<file path="src/rtl/alu_cmd_issuer.sv">
// alu_cmd_issuer: buffers commands, drives them onto a combinational compute unit, returns responses in order
module alu_cmd_issuer #(
  parameter int DEPTH  = 4,
  parameter int SETTLE = 1,
  parameter int TAG_W  = 2
) (
  input  logic             clk,
  input  logic             rst_n,
  input  logic             cmd_valid,
  output logic             cmd_ready,
  input  logic [2:0]       cmd_mode,
  input  logic [7:0]       cmd_a,
  input  logic [7:0]       cmd_b,
  input  logic [TAG_W-1:0] cmd_tag,
  output logic [2:0]       alu_mode,
  output logic [7:0]       alu_val1,
  output logic [7:0]       alu_val2,
  input  logic [7:0]       alu_res,
  output logic             rsp_valid,
  input  logic             rsp_ready,
  output logic [7:0]       rsp_res,
  output logic [2:0]       rsp_mode,
  output logic [TAG_W-1:0] rsp_tag,
  output logic             rsp_dz,
  output logic             busy
);
  localparam int AW = $clog2(DEPTH);
  localparam int CW = $clog2(SETTLE + 1);
  localparam int EW = 3 + 8 + 8 + TAG_W;
  localparam logic [1:0] IDLE = 2'd0;
  localparam logic [1:0] WAIT = 2'd1;
  localparam logic [1:0] RESP = 2'd2;

  logic [EW-1:0]    mem [DEPTH];
  logic [AW-1:0]    wr_ptr, rd_ptr;
  logic [AW:0]      count;
  logic [1:0]       state;
  logic [CW-1:0]    cnt;
  logic [2:0]       sh_mode, h_mode;
  logic [TAG_W-1:0] sh_tag, h_tag;
  logic [7:0]       h_a, h_b;
  logic             sh_dz, push, pop;

  assign cmd_ready = count != (AW+1)'(DEPTH);
  assign push = cmd_valid && cmd_ready;
  // RESP always has rsp_valid set, so a pop there is exactly the response handshake
  assign pop = count != '0 && (state == IDLE || (state == RESP && rsp_ready));
  assign {h_mode, h_a, h_b, h_tag} = mem[rd_ptr];
  assign busy = count != '0 || state != IDLE;

  always_ff @(posedge clk)
    if (push) mem[wr_ptr] <= {cmd_mode, cmd_a, cmd_b, cmd_tag};

  always_ff @(posedge clk or negedge rst_n) begin
    if (!rst_n) begin
      wr_ptr    <= '0;
      rd_ptr    <= '0;
      count     <= '0;
      state     <= IDLE;
      cnt       <= '0;
      alu_mode  <= '0;
      alu_val1  <= '0;
      alu_val2  <= '0;
      sh_mode   <= '0;
      sh_tag    <= '0;
      sh_dz     <= 1'b0;
      rsp_valid <= 1'b0;
      rsp_res   <= '0;
      rsp_mode  <= '0;
      rsp_tag   <= '0;
      rsp_dz    <= 1'b0;
    end else begin
      wr_ptr <= wr_ptr + AW'(push);
      rd_ptr <= rd_ptr + AW'(pop);
      count  <= count + (AW+1)'(push) - (AW+1)'(pop);
      if (pop) begin
        alu_mode <= h_mode;
        alu_val1 <= h_a;
        alu_val2 <= h_b;
        sh_mode  <= h_mode;
        sh_tag   <= h_tag;
        sh_dz    <= h_mode == 3'b011 && h_b == 8'd0;
        cnt      <= CW'(SETTLE);
        state    <= WAIT;
      end
      if (state == WAIT) begin
        cnt <= cnt - 1'b1;
        if (cnt == CW'(1)) begin
          rsp_res   <= alu_res;
          rsp_mode  <= sh_mode;
          rsp_tag   <= sh_tag;
          rsp_dz    <= sh_dz;
          rsp_valid <= 1'b1;
          state     <= RESP;
        end
      end
      if (state == RESP && rsp_ready) begin
        rsp_valid <= 1'b0;
        if (!pop) state <= IDLE;
      end
    end
  end
endmodule

</file>
<file path="config.mk">
export PLATFORM = sky130hd
export DESIGN_NAME = alu_cmd_issuer
export DESIGN_NICKNAME = d
export VERILOG_FILES = /design/src/rtl/alu_cmd_issuer.sv
export SDC_FILE = /design/constraint.sdc
export NUM_CORES = 1
export LEC_CHECK = 0
export ABC_AREA = 1
export CAP_MARGIN = 0
export CORE_AREA = 10 10 138 115
export CTS_CLUSTER_DIAMETER = 80
export DETAILED_ROUTE_END_ITERATION = 8
export DIE_AREA = 0 0 148 125
export GPL_ROUTABILITY_DRIVEN = 0
export PLACE_DENSITY = 0.69
export SLEW_MARGIN = 20
export SYNTH_ARGS = -nofsm -noshare
export SYNTH_HDL_FRONTEND = slang
export SYNTH_SLANG_ARGS = --single-unit
</file>
<file path="constraint.sdc">
create_clock -name clk -period 3.3 [get_ports clk]
set_input_delay 0.66 -clock clk [delete_from_list [all_inputs] [get_ports clk]]
set_output_delay 0.66 -clock clk [all_outputs]
set_load 0.01 [all_outputs]
</file>
==> flow_metrics.env, run 1 <==
export IMPL_yosysTopAreaCell="edfxtp_1"
export IMPL_post_cts_setup_buffer_count=0
export IMPL_vias=3255
export IMPL_min_period_over_period=0.7380
export IMPL_fp_dieW_um=148
export IMPL_wire_per_inst_um=15.12
export IMPL_syn_avg_cell_area_um2=11.90
export IMPL_fmax_mhz=410.6
export IMPL_hp_class="in -> async"
export IMPL_r2r_slack_ns=1.30
export IMPL_layout_nets=542
export IMPL_cts_root_buffer="clkbuf_16"
export IMPL_hpwl_um=6503
export IMPL_cts_tree="done"
export IMPL_tns_ns=0
export IMPL_cp_end_kind="output pin"
export IMPL_cap_violations=0
export IMPL_clk_latency_ns=0.42
export IMPL_initial_utilization=0.3863
export IMPL_syn_num_nets=467
export IMPL_synthTopCellsByArea="edfxtp_1 49%, dfrtp_1 23%, nand2_1 8.6%"
export IMPL_max_slew_worst_pin_slew_ns=0.8434
export IMPL_synthArstFlopShare=0.3588
export IMPL_slowest_delay_ns=0.51
export IMPL_io_buffers=68
export IMPL_design_area_mm2=0.006553
export IMPL_synth_common_cells="117 x nand2_1, 84 x edfxtp_1, 52 x nor2_1"
export IMPL_run_status="finished, final reports clean"
export IMPL_nFillCells=1181
export IMPL_path_max_fanout=4
export IMPL_syn_inst=429
export IMPL_rows=38
export IMPL_power_per_cell_area_mw_per_mm2=674.6
export IMPL_r2r_end="count[2]"
export IMPL_synth_top_area_share=0.4940
export IMPL_relSlewSlack=0.4371
export IMPL_worst_r2r_cell_count=8
export IMPL_cp_arrival_ns=1.78
export IMPL_r2r_start="count[1]"
export IMPL_grt_remaining_overflow=0
export IMPL_grt_pass1_vias=3237
export IMPL_die_area_mm2=0.01850
export IMPL_yosys_most_used_dff="edfxtp_1"
export IMPL_crit_path_start_kind="flop"
export IMPL_firstDrtPassIters=4
export IMPL_leakage_nw=2.599
export IMPL_synth_edf_count=84
export IMPL_totalWireLength_um=10540
export IMPL_ctsResizeCount=0
export IMPL_worstSetupPathType="reg -> out"
export IMPL_ys_seq_elements=131
export IMPL_setup_violations=0
export IMPL_cts_htree_levels=4
export IMPL_grt_first_pass_wirelength_um=17010
export IMPL_cts_sinks=131
export IMPL_grt_max_degree=48
export IMPL_core_area_mm2=0.01322
export IMPL_die_h_um=125
export IMPL_grtUsageTotal=0.1171
export IMPL_drive_gt1_frac=0.09478
export IMPL_synth_cell_types=28
export IMPL_cts_made_buffers=17
export IMPL_rsz0062_at_grt="false"
export IMPL_drt_initial_drc_count=156
export IMPL_crit_slowest_cell="clkdlybuf4s50_1"
export IMPL_antenna_found_initial=1
export IMPL_hold_viol=0
export IMPL_area_growth_syn_to_layout_pct=28.33
export IMPL_power_w=0.004420
export IMPL_cp_startpoint="count[1]"
export IMPL_ys_warn_count=0
export IMPL_synth_area_mm2=0.005106
export IMPL_path_delay_family="buffers and inverters"
export IMPL_path_cells="nor3_4 > nand3_1 > clkdlybuf4s50_1"
export IMPL_placed_area_mm2=0.005943
export IMPL_slew_viol_final=0
export IMPL_synth_seq_area_share=0.7243
export IMPL_peakVddDrop_mv=0.4086
export IMPL_required_ns=2.64
export IMPL_cts_buffer_depth=2
export IMPL_skew_ns=0.01019
export IMPL_hold_buffers=0
export IMPL_crit_buf_inv=1
export IMPL_vias_per_cell=4.670
export IMPL_ios=69
export IMPL_diodes=0
export IMPL_yosysMostFrequentCell="nand2_1"
export IMPL_finalCriticalPeriod_ns=2.435
export IMPL_ant_nets=0
export IMPL_drcViolationCount=0
export IMPL_path_clk_slew_ns=0.06
[final cells by class]
cell class	instances	area, um^2	area share
Timing Repair Buffer	75	730.7	0.1115
Clock buffer	18	429.2	0.06550
Tap cell	180	225.2	0.03437
Multi-Input combinational cell	258	1210	0.1846
Inverter	21	81.33	0.01241
Sequential cell	131	3699	0.5644
Clock inverter	14	177.7	0.02711
[flip-flops by register name (all words and copies together) (netlist names), 3 cells and up]
| register | flops |
|---|---|
| alu_val1 | 8 |
| mem | 84 |
| rsp_res | 8 |
| alu_val2 | 8 |
| sh_mode | 3 |
| rsp_mode | 3 |
| count | 3 |
[how the worst max path moves through the flow]
| stage | slack [ns] | cells after the start | to |
|---|---|---|---|
| 2_1_floorplan | 0.62 | 2 | mem[0][0] |
| 3_3_place_gp | 0.73 | 8 | count[2] |
| 3_5_place_dp | 0.71 | 8 | count[2] |
| 4_1_cts | 0.84 | 3 | busy |
| 5_1_grt | 0.80 | 3 | busy |
| 6_report | 0.86 | 3 | busy |
[worst register-to-register path: stages, from the launching register on]
cell	delay, ns
dfrtp_1	0.44
nor2_1	0.08
nand2_1	0.09
nand2_1	0.18
ha_1	0.33
inv_1	0.03
ha_1	0.18
fa_1	0.38
xor2_1	0.17
[power breakdown]
group / internal, W / switching, W
logic: 0.000146 / 0.000282
clock network: 0.00120 / 0.000694
registers: 0.00202 / 0.0000864
[metrics by stage]
stage	util	std cells	setup WS [ns]	hold WS, ns
2_1_floorplan	-	429	0.6209	0.3644
5_1_grt	0.4957	697	0.7957	0.3105
3_5_place_dp	0.4496	665	0.7112	0.4652
4_1_cts	0.4956	697	0.8372	0.4803
3_3_place_gp	0.4496	665	0.7301	0.4605
6_report	0.4957	697	0.8647	0.2511
[metal layers]
layer | up-vias | part of all wire | global-route usage
met5 | - | 0.0013 | 0
met4 | 2 | 0.013 | 0.04191
met3 | 17 | 0.082 | 0.05119
met2 | 89 | 0.45 | 0.1788
met1 | 1546 | 0.45 | 0.1449
li1 | 1601 | - | -
[cell usage in the layout, fill, tap and decap left out]
| master | n |
|---|---|
| o21ai_2 | 1 |
| bufinv_16 | 3 |
| nor2_8 | 1 |
| ha_1 | 4 |
| a21oi_1 | 2 |
| inv_4 | 1 |
| edfxtp_1 | 84 |
| clkbuf_1 | 1 |
| clkinvlp_4 | 4 |
| nor3_4 | 1 |
| clkinv_1 | 1 |
| nor2_1 | 52 |
| o22ai_1 | 2 |
| inv_6 | 4 |
| xnor2_1 | 1 |
| buf_4 | 8 |
| a21oi_2 | 1 |
| a31oi_1 | 9 |
| o21ai_0 | 28 |
| o21ai_1 | 7 |
| clkinv_2 | 1 |
| clkbuf_16 | 17 |
| inv_2 | 1 |
| xor2_1 | 3 |
| nand3_1 | 23 |
| fa_1 | 1 |
| clkinv_4 | 2 |
| nor3_2 | 4 |
| inv_1 | 18 |
| clkdlybuf4s50_1 | 67 |
| o21a_1 | 1 |
| dfrtp_1 | 47 |
| nand2_1 | 117 |
[cells by family after synthesis]
logic type	Yosys count	share of synthesized area
AOI/OAI and AO/OA	51	0.05464
and+or+nand+nor	198	0.1578
buffers and inverters	40	0.04263
xor gates and xnor gates	4	0.006862
adders and majority gates	5	0.01372
DFF	131	0.7243
No activity file was read; power rests on OpenSTA's default activity.
==> run 2, diff against run 1 <==
--- a/config.mk
+++ b/config.mk
@@ -12,7 +12,7 @@
 export DETAILED_ROUTE_END_ITERATION = 8
 export DIE_AREA = 0 0 148 125
 export GPL_ROUTABILITY_DRIVEN = 0
-export PLACE_DENSITY = 0.69
+export PLACE_DENSITY = 0.71
 export SLEW_MARGIN = 20
 export SYNTH_ARGS = -nofsm -noshare
 export SYNTH_HDL_FRONTEND = slang
==> constraint.sdc (replaced) <==
create_clock -name clk -period 2.22 [get_ports clk]
set_input_delay 0.444 -clock clk [delete_from_list [all_inputs] [get_ports clk]]
set_output_delay 0.444 -clock clk [all_outputs]
set_load 0.01 [all_outputs]
==> run 2 against run 1 <==
  * Core utilization grew 0.61 points
  * Die area is the same
  * Power grew 50%
  * Sequential power grew 49%
  * Sequential cell count is the same
  * Critical path type unchanged
==> flow_metrics.env, run 2 (synthesis gave the netlist of run 1 again) <==
export IMPL_finish_utilization=0.5018
export IMPL_peakVddDrop_mv=0.5957
export IMPL_finalCriticalPeriod_ns=2.085
export IMPL_path_max_fanout=4
export IMPL_regMostFlops="mem"
export IMPL_vias_per_cell=4.720
export IMPL_drive_gt1_frac=0.1084
export IMPL_vias=3332
export IMPL_run_status="finished, final reports clean"
export IMPL_drcViolationCount=0
export IMPL_antenna_found_initial=1
export IMPL_cts_sinks=131
export IMPL_fp_dieW_um=148
export IMPL_leakage_nw=2.650
export IMPL_relSlewSlack=0.5617
export IMPL_rows=38
export IMPL_setup_violations=0
export IMPL_diodes=0
export IMPL_largest_reg_flops=84
export IMPL_layout_nets=551
export IMPL_die_area_mm2=0.01850
export IMPL_max_slew_worst_pin_slew_ns=0.6566
export IMPL_cts_buffer_depth=2
export IMPL_cts_htree_levels=4
export IMPL_hp_class="in -> async"
export IMPL_initial_utilization=0.3863
export IMPL_post_cts_setup_buffer_count=1
export IMPL_cts_tree="done"
export IMPL_path_clk_slew_ns=0.06
export IMPL_grtUsageTotal=0.1210
export IMPL_slowest_delay_ns=0.50
export IMPL_rsz0062_at_grt="false"
export IMPL_grt_remaining_overflow=0
export IMPL_fmax_mhz=479.6
export IMPL_drt_initial_drc_count=208
export IMPL_crit_slowest_cell="clkdlybuf4s50_1"
export IMPL_hold_viol=0
export IMPL_totalWireLength_um=10800
export IMPL_power_per_cell_area_mw_per_mm2=1001
export IMPL_path_cells="nor3_4 > nand3_1 > clkdlybuf4s50_1"
export IMPL_hpwl_um=7030
export IMPL_grt_max_degree=44
export IMPL_clk_latency_ns=0.41
export IMPL_io_buffers=68
export IMPL_cap_violations=0
export IMPL_required_ns=1.78
export IMPL_nFillCells=1168
export IMPL_cp_end_kind="output pin"
export IMPL_tns_ns=0
export IMPL_wire_per_inst_um=15.30
export IMPL_area_growth_syn_to_layout_pct=29.89
export IMPL_hold_buffers=0
export IMPL_grt_first_pass_wirelength_um=17320
export IMPL_cts_made_buffers=17
export IMPL_cts_root_buffer="clkbuf_16"
export IMPL_cp_arrival_ns=1.64
export IMPL_die_h_um=125
export IMPL_core_area_mm2=0.01322
export IMPL_grt_pass1_vias=3403
export IMPL_final_cell_mix="117 x nand2_1, 84 x edfxtp_1, 67 x clkdlybuf4s50_1"
export IMPL_final_common_cell="nand2_1"
export IMPL_worstSetupPathType="reg -> out"
export IMPL_ios=69
export IMPL_min_period_over_period=0.9392
export IMPL_crit_path_start_kind="flop"
export IMPL_skew_ns=0.006881
export IMPL_ctsResizeCount=0
export IMPL_firstDrtPassIters=5
export IMPL_ant_nets=0
export IMPL_slew_viol_final=0
## run 2: cell types whose count changed in the layout (fill, tap and decap cells not counted), sizes merged
| cell | before | now |
|---|---|---|
| inv | 24 | 23 |
| clkinvlp | 4 | 3 |
| buf | 8 | 17 |
| clkinv | 4 | 6 |
## run 2: through the flow
stage	setup WS (ns)	instance area (um^2)	total power [W]	hold WS (ns)	cells
final	0.1349	6633	0.006638	0.04230	706
after global routing	0.05377	6633	0.006918	0.07229	706
after CTS	0.1142	6633	0.006709	0.04220	706
after detailed placement	-0.1675	6016	0.003860	0.4640	673
after global placement	-0.1302	6016	0.003814	0.4603	673
after floorplan	-0.4213	5106	0.003509	0.1484	429
## run 2: path summary, 6_finish.rpt
path / start / endpoint / slack [ns] / cells after the start
min in group clk: rsp_mode[1] / rsp_mode[1] / 0.48 / 2
max in group asynchronous: rst_n / rsp_res[1] / 1.63 / 2
hold reg to reg: rsp_mode[1] / rsp_mode[1] / 0.48 / 2
setup / recovery: count[1] / busy / 0.13 / 3
hold / removal: rst_n / rsp_dz / 0.04 / 1
setup reg to reg: count[1] / count[2] / 0.23 / 8
## run 2: area by class of cell
cell class / instances / area [um^2] / area share
clock buffers: 18 / 429.2 / 0.06470
clock inverters: 14 / 180.2 / 0.02716
inverters: 21 / 81.33 / 0.01226
multi-input cells: 258 / 1210 / 0.1824
flip-flops and latches: 131 / 3699 / 0.5576
well taps: 180 / 225.2 / 0.03396
repair buffers: 84 / 808.3 / 0.1219
## run 2: where the power goes
| part | leakage (nW) | switching, W | internal [W] | total [W] |
|---|---|---|---|---|
| clock | 0.287 | 0.00105 | 0.00178 | 0.00283 |
| sequential | 1.34 | 0.000125 | 0.00299 | 0.00312 |
| combinational | 1.03 | 0.000430 | 0.000261 | 0.000691 |
## run 2: worst max-delay path, delay by kind of cell (launching register included)
| family | cells | cell delay [ns] |
|---|---|---|
| and+or+nand+nor | 2 | 0.29 |
| DFF | 1 | 0.44 |
| buffers and inverters | 1 | 0.50 |
## run 2: per-layer routing
metal | part of all wire | routed length, um | global-route usage | up-vias
met1 | 0.43 | 4625 | 0.1337 | 1615
met3 | 0.074 | 797 | 0.05696 | 13
met4 | 0.0097 | 105 | 0.05006 | 2
met2 | 0.49 | 5261 | 0.1972 | 86
li1 | - | - | - | 1616
met5 | 0.0012 | 13 | 0 | -
